$ cat config.mk
export PLATFORM = sky130hd
export DESIGN_NAME = button_debounce_flat
export DESIGN_NICKNAME = d
export VERILOG_FILES = /design/src/rtl/button_debounce_pkg.sv /design/src/rtl/button_debounce_if.sv /design/src/rtl/sync_2ff.sv /design/src/rtl/button_debounce.sv /design/src/flat_wrapper.sv
export SDC_FILE = /design/constraint.sdc
export NUM_CORES = 1
export LEC_CHECK = 0
export CAP_MARGIN = 20
export CORE_MARGIN = 1.5
export CORE_UTILIZATION = 40
export CTS_CLUSTER_SIZE = 24
export DETAILED_ROUTE_END_ITERATION = 8
export PLACE_DENSITY = 0.56
export SLEW_MARGIN = 20
export SYNTH_ARGS = -nofsm -noshare
export SYNTH_HDL_FRONTEND = slang
export SYNTH_HIERARCHICAL = 1
export SYNTH_SLANG_ARGS = --single-unit
$ cat constraint.sdc
create_clock -name clk -period 6.5 [get_ports clk]
set_input_delay 1.3 -clock clk [delete_from_list [all_inputs] [get_ports clk]]
set_output_delay 1.3 -clock clk [all_outputs]
set_load 0.03 [all_outputs]
$ cat src/rtl/button_debounce_pkg.sv
// Shared constants for the pushbutton conditioning stage: FSM state
// encoding, the 50 MHz timing defaults used with the counter stage, and
// the counter-width helper.
package button_debounce_pkg;

  typedef enum logic [1:0] {
    S_UP      = 2'd0,
    S_DN_PEND = 2'd1,
    S_DOWN    = 2'd2,
    S_UP_PEND = 2'd3
  } state_e;

  localparam int CLK_HZ                = 50_000_000;
  localparam int DEF_STABLE_CYCLES     = 1_000_000;   // 20 ms
  localparam int DEF_HOLD_CYCLES       = 25_000_000;  // 0.5 s
  localparam int DEF_REPEAT_CYCLES     = 5_000_000;   // 0.1 s

  // Counter width that can hold n-1, never narrower than 1 bit.
  function automatic int cnt_width(input int n);
    return (n < 2) ? 1 : $clog2(n);
  endfunction

endpackage

$ cat src/rtl/button_debounce_if.sv
// Button-side signal bundle: raw button in, conditioned level/pulses out.
// master = button source (board/bench), slave = the debouncer.
interface button_debounce_if;
  logic btn_in;
  logic btn_level;
  logic btn_press;
  logic btn_release;

  modport master (
    output btn_in,
    input  btn_level,
    input  btn_press,
    input  btn_release
  );

  modport slave (
    input  btn_in,
    output btn_level,
    output btn_press,
    output btn_release
  );
endinterface

$ cat src/rtl/sync_2ff.sv
// Two-flop synchroniser for a single asynchronous input; both flops
// clear to 0 on reset.
module sync_2ff (
  input  logic clk,
  input  logic rst,
  input  logic i_d,
  output logic o_q
);

  logic r_meta;
  logic r_sync;

  // Shift the asynchronous input through two flops to settle metastability.
  always_ff @(posedge clk or posedge rst) begin
    if (rst) begin
      r_meta <= 1'b0;
      r_sync <= 1'b0;
    end else begin
      r_meta <= i_d;
      r_sync <= r_meta;
    end
  end

  assign o_q = r_sync;

endmodule

$ cat src/rtl/button_debounce.sv
// Pushbutton conditioner: synchronise, debounce, and emit a stable level
// plus one-cycle press/release pulses, with optional auto-repeat of the
// press pulse while the button is held.
module button_debounce
  import button_debounce_pkg::*;
#(
  parameter int STABLE_CYCLES = DEF_STABLE_CYCLES,
  parameter int HOLD_CYCLES   = DEF_HOLD_CYCLES,
  parameter int REPEAT_CYCLES = DEF_REPEAT_CYCLES
) (
  input  logic               clk,
  input  logic               reset,
  button_debounce_if.slave   bus
);

  localparam int SW = cnt_width(STABLE_CYCLES);
  localparam int HW = cnt_width(HOLD_CYCLES);
  localparam int RW = cnt_width(REPEAT_CYCLES);

  localparam logic [SW-1:0] STAB_LAST = SW'(STABLE_CYCLES - 1);
  localparam logic [HW-1:0] HOLD_LAST = HW'(HOLD_CYCLES - 1);
  localparam logic [RW-1:0] REP_LAST  = RW'(REPEAT_CYCLES - 1);
  localparam bit            REPEAT_EN = (HOLD_CYCLES > 0);

  logic          w_s;
  state_e        r_state;
  logic [SW-1:0] r_stab_cnt;
  logic [HW-1:0] r_hold_cnt;
  logic [RW-1:0] r_rep_cnt;
  logic          r_level;
  logic          r_press;
  logic          r_release;

  sync_2ff u_sync (
    .clk (clk),
    .rst (reset),
    .i_d (bus.btn_in),
    .o_q (w_s)
  );

  // Debounce FSM with hold/repeat counters; all outputs registered here.
  // While hold_cnt ramps, rep_cnt is parked at its terminal value so the
  // first cycle after hold_cnt saturates fires the first repeat tick; the
  // counters are left untouched in UP_PEND so a release glitch resumes the
  // repeat cadence where it stopped.
  always_ff @(posedge clk or posedge reset) begin
    if (reset) begin
      r_state    <= S_UP;
      r_stab_cnt <= '0;
      r_hold_cnt <= '0;
      r_rep_cnt  <= '0;
      r_level    <= 1'b0;
      r_press    <= 1'b0;
      r_release  <= 1'b0;
    end else begin
      r_press   <= 1'b0;
      r_release <= 1'b0;
      case (r_state)
        S_UP: begin
          if (w_s) begin
            r_state    <= S_DN_PEND;
            r_stab_cnt <= SW'(1);
          end
        end
        S_DN_PEND: begin
          if (!w_s) begin
            r_state <= S_UP;
          end else if (r_stab_cnt == STAB_LAST) begin
            r_state    <= S_DOWN;
            r_level    <= 1'b1;
            r_press    <= 1'b1;
            r_hold_cnt <= '0;
            r_rep_cnt  <= REP_LAST;
          end else begin
            r_stab_cnt <= r_stab_cnt + 1'b1;
          end
        end
        S_DOWN: begin
          if (!w_s) begin
            r_state    <= S_UP_PEND;
            r_stab_cnt <= SW'(1);
          end else if (REPEAT_EN) begin
            if (r_hold_cnt != HOLD_LAST) begin
              r_hold_cnt <= r_hold_cnt + 1'b1;
              r_rep_cnt  <= REP_LAST;
            end else if (r_rep_cnt == REP_LAST) begin
              r_press   <= 1'b1;
              r_rep_cnt <= '0;
            end else begin
              r_rep_cnt <= r_rep_cnt + 1'b1;
            end
          end
        end
        S_UP_PEND: begin
          if (w_s) begin
            r_state <= S_DOWN;
          end else if (r_stab_cnt == STAB_LAST) begin
            r_state   <= S_UP;
            r_level   <= 1'b0;
            r_release <= 1'b1;
          end else begin
            r_stab_cnt <= r_stab_cnt + 1'b1;
          end
        end
        default: begin
          r_state <= S_UP;
        end
      endcase
    end
  end

  assign bus.btn_level   = r_level;
  assign bus.btn_press   = r_press;
  assign bus.btn_release = r_release;

endmodule

$ cat src/flat_wrapper.sv
// flat-port wrapper written by rule: the top's interface ports become plain ports
module button_debounce_flat import button_debounce_pkg::*;
#(
  parameter int STABLE_CYCLES = DEF_STABLE_CYCLES,
  parameter int HOLD_CYCLES   = DEF_HOLD_CYCLES,
  parameter int REPEAT_CYCLES = DEF_REPEAT_CYCLES
)
  (clk, reset, bus_btn_in, bus_btn_level, bus_btn_press, bus_btn_release);
  button_debounce_if bus_i ();
  input  logic clk;
  input  logic reset;
  input wire logic [$bits(bus_i.btn_in)-1:0] bus_btn_in;
  output wire logic [$bits(bus_i.btn_level)-1:0] bus_btn_level;
  output wire logic [$bits(bus_i.btn_press)-1:0] bus_btn_press;
  output wire logic [$bits(bus_i.btn_release)-1:0] bus_btn_release;
  assign bus_i.btn_in = bus_btn_in;
  assign bus_btn_level = bus_i.btn_level;
  assign bus_btn_press = bus_i.btn_press;
  assign bus_btn_release = bus_i.btn_release;
  button_debounce #(.STABLE_CYCLES(STABLE_CYCLES), .HOLD_CYCLES(HOLD_CYCLES), .REPEAT_CYCLES(REPEAT_CYCLES)) u_core (.clk(clk), .reset(reset), .bus(bus_i));
endmodule
==> results of run 1 <==
==> cells in the final DEF (no fill, tap or decap), types with 5 or more instances in the layout <==
| cell | n |
|---|---|
| o211ai_1 | 11 |
| a31oi_1 | 6 |
| dfrtp_1 | 75 |
| nand4_1 | 22 |
| ha_1 | 7 |
| o22ai_1 | 5 |
| inv_1 | 15 |
| clkbuf_16 | 9 |
| nor2_1 | 13 |
| nand3_1 | 32 |
| nor4b_1 | 9 |
| or3_1 | 11 |
| and4_1 | 11 |
| nor3_1 | 5 |
| a22o_1 | 11 |
| o21a_1 | 5 |
| and3_1 | 12 |
| or2_2 | 5 |
| a21o_1 | 11 |
| nand2_1 | 43 |
| a211o_1 | 5 |
| o21ai_0 | 34 |
| a21oi_1 | 25 |
| or4_1 | 13 |
| clkdlybuf4s50_1 | 5 |
| o31ai_1 | 16 |
| a32oi_1 | 6 |
==> worst paths after layout <==
path | startpoint | end | slack (ns) | cells past startpoint
setup / recovery | u_core/r_stab_cnt[0]$_DFFE_PP0P_ | u_core/r_hold_cnt[5]$_DFFE_PP0P_ | 3.61 | 6
hold / removal | u_core/u_sync/r_meta$_DFF_PP0_ | u_core/u_sync/o_q$_DFF_PP0_ | 0.35 | 0
setup reg to reg | u_core/r_stab_cnt[0]$_DFFE_PP0P_ | u_core/r_hold_cnt[5]$_DFFE_PP0P_ | 3.61 | 6
hold reg to reg | u_core/u_sync/r_meta$_DFF_PP0_ | u_core/u_sync/o_q$_DFF_PP0_ | 0.35 | 0
max in group asynchronous | reset | u_core/r_rep_cnt[8]$_DFFE_PP0P_ | 4.30 | 3
min in group asynchronous | reset | u_core/u_sync/r_meta$_DFF_PP0_ | 1.15 | 2
==> cell families after synthesis <==
kind of cell / after synthesis / synth area share
AO/OA/AOI/OAI: 159 / 0.242
XOR/XNOR: 1 / 0.00192
adder cells (fa/ha/maj): 7 / 0.0192
buffers and inverters: 43 / 0.0417
flip-flops: 75 / 0.411
multiplexers: 1 / 0.00219
AND/OR/NAND/NOR: 211 / 0.282
==> power breakdown <==
part	switching, mW	leakage (nW)	internal, mW
Sequential	0.0832	0.978	0.527
Clock	0.190	0.137	0.278
Combinational	0.287	0.829	0.143
Total	0.560	1.94	0.949
==> per-layer routing <==
metal  wire [µm]  track usage  vias to the layer above
li1            -            -                     1933
met1        5430        0.278                     1977
met2        4870        0.299                       62
met3         430       0.0433                       13
met4         140       0.0705                        0
met5           0            0                        -
==> final cells by class <==
type	instances	area, µm²
clock buffers	14	264
clock inverters	2	10.0
fillers	1065	6010
inverters	16	60.1
multi-input cells	379	2510
flip-flops and latches	75	1880
well taps	140	175
repair buffers	9	80.1
==> metrics by stage <==
step,power [mW],utilization,hold slack (ns),instance area (µm²),setup WS [ns]
floorplan,0.935,-,0.331,4560,3.35
global route,1.61,0.453,0.363,4970,3.39
finish,1.51,0.453,0.354,4970,3.61
global placement,1.04,0.428,0.346,4700,3.71
CTS,1.53,0.453,0.361,4970,3.60
detailed placement,1.05,0.428,0.338,4700,3.62
==> worst max-delay path: cells and delay by family (launching register included) <==
family	cells	cell delay [ns]
flops	1	0.40
compound gates	2	0.95
fa+ha+maj	1	0.20
simple gates	3	1.19
==> results.yml, run 1 <==
power_and_ir_drop:
  ir_drop_mv: 0.221
  leakagePower_nw: 1.94
  power.density_nw_per_um2: 303
cells_and_area:
  post_route_cells_drive_above_1_share: 0.0848
  instances_no_fill: 635
  area_growth_pct: 8.94
  largestRegisters: "u_core/r_hold_cnt: 25 flops, u_core/r_rep_cnt: 23 flops, u_core/r_stab_cnt: 20 flops"
  fin_nets: 500
  diodes: 0
  largest-register: "u_core/r_hold_cnt"
  largest_register_ffs: 25
outcome:
  status: "complete, no violations"
clocking:
  clk-insertion-delay-late_ns: 0.34
  clk_pin_slew_ns: 0.06
  cts_hold_buf: 0
  cts_setup_buffers: 0
  cts_inserted_buffers: 9
  cts_sinks: 75
  cts_root_buffer: "clkbuf_16"
  cts_tree: "built"
  htreeDepth: 3
  cts.repair.resized: 0
  cts_buffer_depth: 2
timing:
  setup_viol: 0
  worst_clock_skew_ns: 0.00668
  hold_viol: 0
  tightest_slew_ns: 0.937
  tns_ns: 0
  slew_headroom: 0.375
  fmax_mhz: 346
  rsz0062_at_grt: "no"
  period_share: 0.445
  fin_crit_ns: 2.89
  drv_slew: 0
yosys:
  yosys.area.top_type: "dfrtp_1"
  post-synth-top-count-cell: "dfrtp_1"
  synthesis.nets: 507
  synth_area_leaders: "dfrtp_1 (41%), o21ai_0 (3.7%), nand2_1 (3.5%)"
  syn_area_per_cell_um2: 9.18
  mappedNetlistArea_um2: 4560
  ys_top_cells_by_count: "dfrtp_1 (75), nand2_1 (43), o21ai_0 (34), nand3_1 (32), a21oi_1 (25)"
  ys_types: 65
  ys_ff_latch: 75
  synthArstFlopShare: 1.00
  synth_edf_count: 0
  synth_cells: 497
  ys.flop_type: "dfrtp_1"
  synth_top_area_frac: 0.411
  yosysWarnings: 6
  ys_seq_area_frac: 0.411
setup_path:
  critical_path_class: "flip-flop to flip-flop"
  cp.required_ns: 6.72
  slowest_delay_ns: 0.48
  slowest_stage: "a31o_2"
  crit_fanout: 25
  critPathArrivalTime_ns: 3.11
  crit_path_end_kind: "flip-flop"
  path_cells: "ha_1, and4_1, and4_4, a31o_2, nand2_1, a221o_1"
  start_kind: "flip-flop"
worst_hold_path:
  hp-class: "flip-flop to flip-flop"
global_route:
  grt_pass1_wl_um: 18600
  overflow: 0
  grt_max_degree: 74
  antenna_found_initial: 0
  grt_usage: 0.198
  grt_pass1_vias: 3767
floorplan:
  die_h_um: 110
  boundaryPins: 6
  die_area_um2: 12100
  coreArea_um2: 11000
  rows: 38
  die_w_um: 110
  start_util: 0.416
detailed_routing:
  ant_nets: 0
  dr_total_vias: 3985
  wl_per_cell_um: 17.1
  drt_pass1_iterations: 5
  drc: 0
  routed_via_density: 6.28
  drtIter0Drc: 178
  drt_wl_total_um: 10900
placed_design:
  dp_hpwl_um: 7020
  gp_congestion: 0.762
  dp_cells: 619
  port_buffers: 5
flow_run:
  cap_violations: 0
(Power assumes the default switching activity.)
==> inputs of run 2 (changes only) <==
--- a/config.mk
+++ b/config.mk
@@ -10,7 +10,7 @@
 export CORE_UTILIZATION = 40
 export CTS_CLUSTER_SIZE = 24
 export DETAILED_ROUTE_END_ITERATION = 8
-export PLACE_DENSITY = 0.56
+export PLACE_DENSITY = 0.58
 export SLEW_MARGIN = 20
 export SYNTH_ARGS = -nofsm -noshare
 export SYNTH_HDL_FRONTEND = slang
==> constraint.sdc (replaced) <==
create_clock -name clk -period 2.4 [get_ports clk]
set_input_delay 0.48 -clock clk [delete_from_list [all_inputs] [get_ports clk]]
set_output_delay 0.48 -clock clk [all_outputs]
set_load 0.03 [all_outputs]
==> run 2 against run 1 <==
  * Final cell count increased by 4.3%
  * Sequential cell count unchanged
  * Die area unchanged
  * Critical path depth increased by 2
  * Setup slack got worse by 3.5 ns
  * Power increased to 2.8 times the previous value
  * Clock-buffer cell count decreased by 2
  * Sequential share of layout area decreased by 1.8 points
  * Largest cell class unchanged
  * Largest power group unchanged
  * Highest routed layer unchanged
==> results.yml, run 2 (synthesis gave the netlist of run 1 again) <==
floorplan:
  die_h_um: 110
  rows: 38
  die_w_um: 110
  boundaryPins: 6
  start_util: 0.416
  coreArea_um2: 11000
  die_area_um2: 12100
timing:
  slew_headroom: 0.644
  period_share: 0.953
  tns_ns: 0
  tightest_slew_ns: 0.535
  worst_clock_skew_ns: 0.00754
  setup_viol: 0
  fmax_mhz: 437
  worst_slack_ns: 0.114
  hold_slack_ns: 0.348
  drv_slew: 0
  hold_viol: 0
  fin_crit_ns: 2.29
placed_design:
  placed_cell_area_um2: 4950
  dp_slack_ns: 0.0663
  gp_congestion: 0.823
  dp_cells: 647
  port_buffers: 5
  dp_hpwl_um: 7460
power_and_ir_drop:
  ir_drop_mv: 0.473
  leakagePower_nw: 2.09
  p_total_mw: 4.22
  power.density_nw_per_um2: 808
global_route:
  grt_usage: 0.196
  antenna_found_initial: 0
  grt_pass1_wl_um: 18500
  overflow: 0
  grt_max_degree: 74
  grt_pass1_vias: 3678
detailed_routing:
  routed_via_density: 6.13
  drt_pass1_iterations: 5
  ant_nets: 0
  drt_wl_total_um: 10900
  drtIter0Drc: 226
  drc: 0
  wl_per_cell_um: 16.5
  dr_total_vias: 4061
setup_path:
  crit_path_end_kind: "flip-flop"
  crit_start: "u_core/r_state[0]$_DFFE_PP0P_"
  critPathArrivalTime_ns: 2.56
  rrSetupSlack_ns: 0.11
  cp.required_ns: 2.67
  crit_fanout: 11
  start_kind: "flip-flop"
  rr_startpoint: "u_core/r_state[0]$_DFFE_PP0P_"
  r2r_end: "u_core/r_stab_cnt[10]$_DFFE_PP0P_"
  critical_path_class: "flip-flop to flip-flop"
  reg2reg_depth: 8
clocking:
  clk_pin_slew_ns: 0.06
  cts_hold_buf: 0
  cts_root_buffer: "clkbuf_16"
  cts_sinks: 75
  cts_inserted_buffers: 9
  cts.repair.resized: 0
  cts_buffer_depth: 2
  cts_setup_buffers: 0
  clk-insertion-delay-late_ns: 0.34
  htreeDepth: 3
  cts_tree: "built"
cells_and_area:
  num-fill-cells: 1011
  largestRegisters: "u_core/r_hold_cnt: 25 flops, u_core/r_rep_cnt: 23 flops, u_core/r_stab_cnt: 20 flops"
  design_area_um2: 5230
  diodes: 0
  largest_register_ffs: 25
  layout_common_cells: "dfrtp_1 (75), nand2_1 (43), o21ai_0 (34)"
  postLayoutCoreUtil: 0.476
  largest-register: "u_core/r_hold_cnt"
  area_growth_pct: 14.5
  instances_no_fill: 662
  post_route_cells_drive_above_1_share: 0.140
  final_common_cell: "dfrtp_1"
  fin_nets: 528
outcome:
  status: "complete, no violations"
worst_hold_path:
  hp-class: "input port to asynchronous set/reset pin"
flow_run:
  cap_violations: 0
-- run 2: metal layers --
layer,track usage,part of all wire,vias up
met2,0.287,0.43,87
met5,0,0,-
li1,-,-,1991
met1,0.292,0.51,1973
met3,0.0302,0.040,10
met4,0.0649,0.012,0
-- run 2: cell type report --
cell class | count | area, µm² | area share
clock buffers | 12 | 246 | 0.0472
clock inverters | 3 | 15.0 | 0.00287
inverters | 16 | 60.1 | 0.0115
repair buffers | 37 | 328 | 0.0627
well taps | 140 | 175 | 0.0335
flip-flops and latches | 75 | 1880 | 0.359
multi-input cells | 379 | 2520 | 0.483
-- run 2: power breakdown --
part / total (mW) / switching, mW / internal, mW / leakage [nW]
Clock: 1.23 / 0.509 / 0.718 / 0.132
Sequential: 1.65 / 0.223 / 1.43 / 0.978
Combinational: 1.34 / 0.820 / 0.525 / 0.976
-- run 2: how the worst max path moves through the flow --
stage | endpoint | slack [ns] | cells after the start
2_1_floorplan | asynchronous set/reset pin | 0.07 | 1
3_3_place_gp | u_core/r_rep_cnt[12]$_DFFE_PP0P_ | 0.13 | 7
3_5_place_dp | u_core/r_rep_cnt[20]$_DFFE_PP0P_ | 0.07 | 7
4_1_cts | u_core/r_rep_cnt[20]$_DFFE_PP0P_ | 0.07 | 7
5_1_grt | u_core/r_stab_cnt[3]$_DFFE_PP0P_ | -0.02 | 8
6_report | u_core/r_stab_cnt[10]$_DFFE_PP0P_ | 0.11 | 8
-- run 2: critical path, cell delays in order (launching register included) --
cell	delay [ns]
dfrtp_1	0.44
inv_1	0.09
ha_1	0.24
or3_1	0.40
o31ai_4	0.13
o21ai_4	0.17
buf_4	0.20
or4_1	0.46
nand2_1	0.08
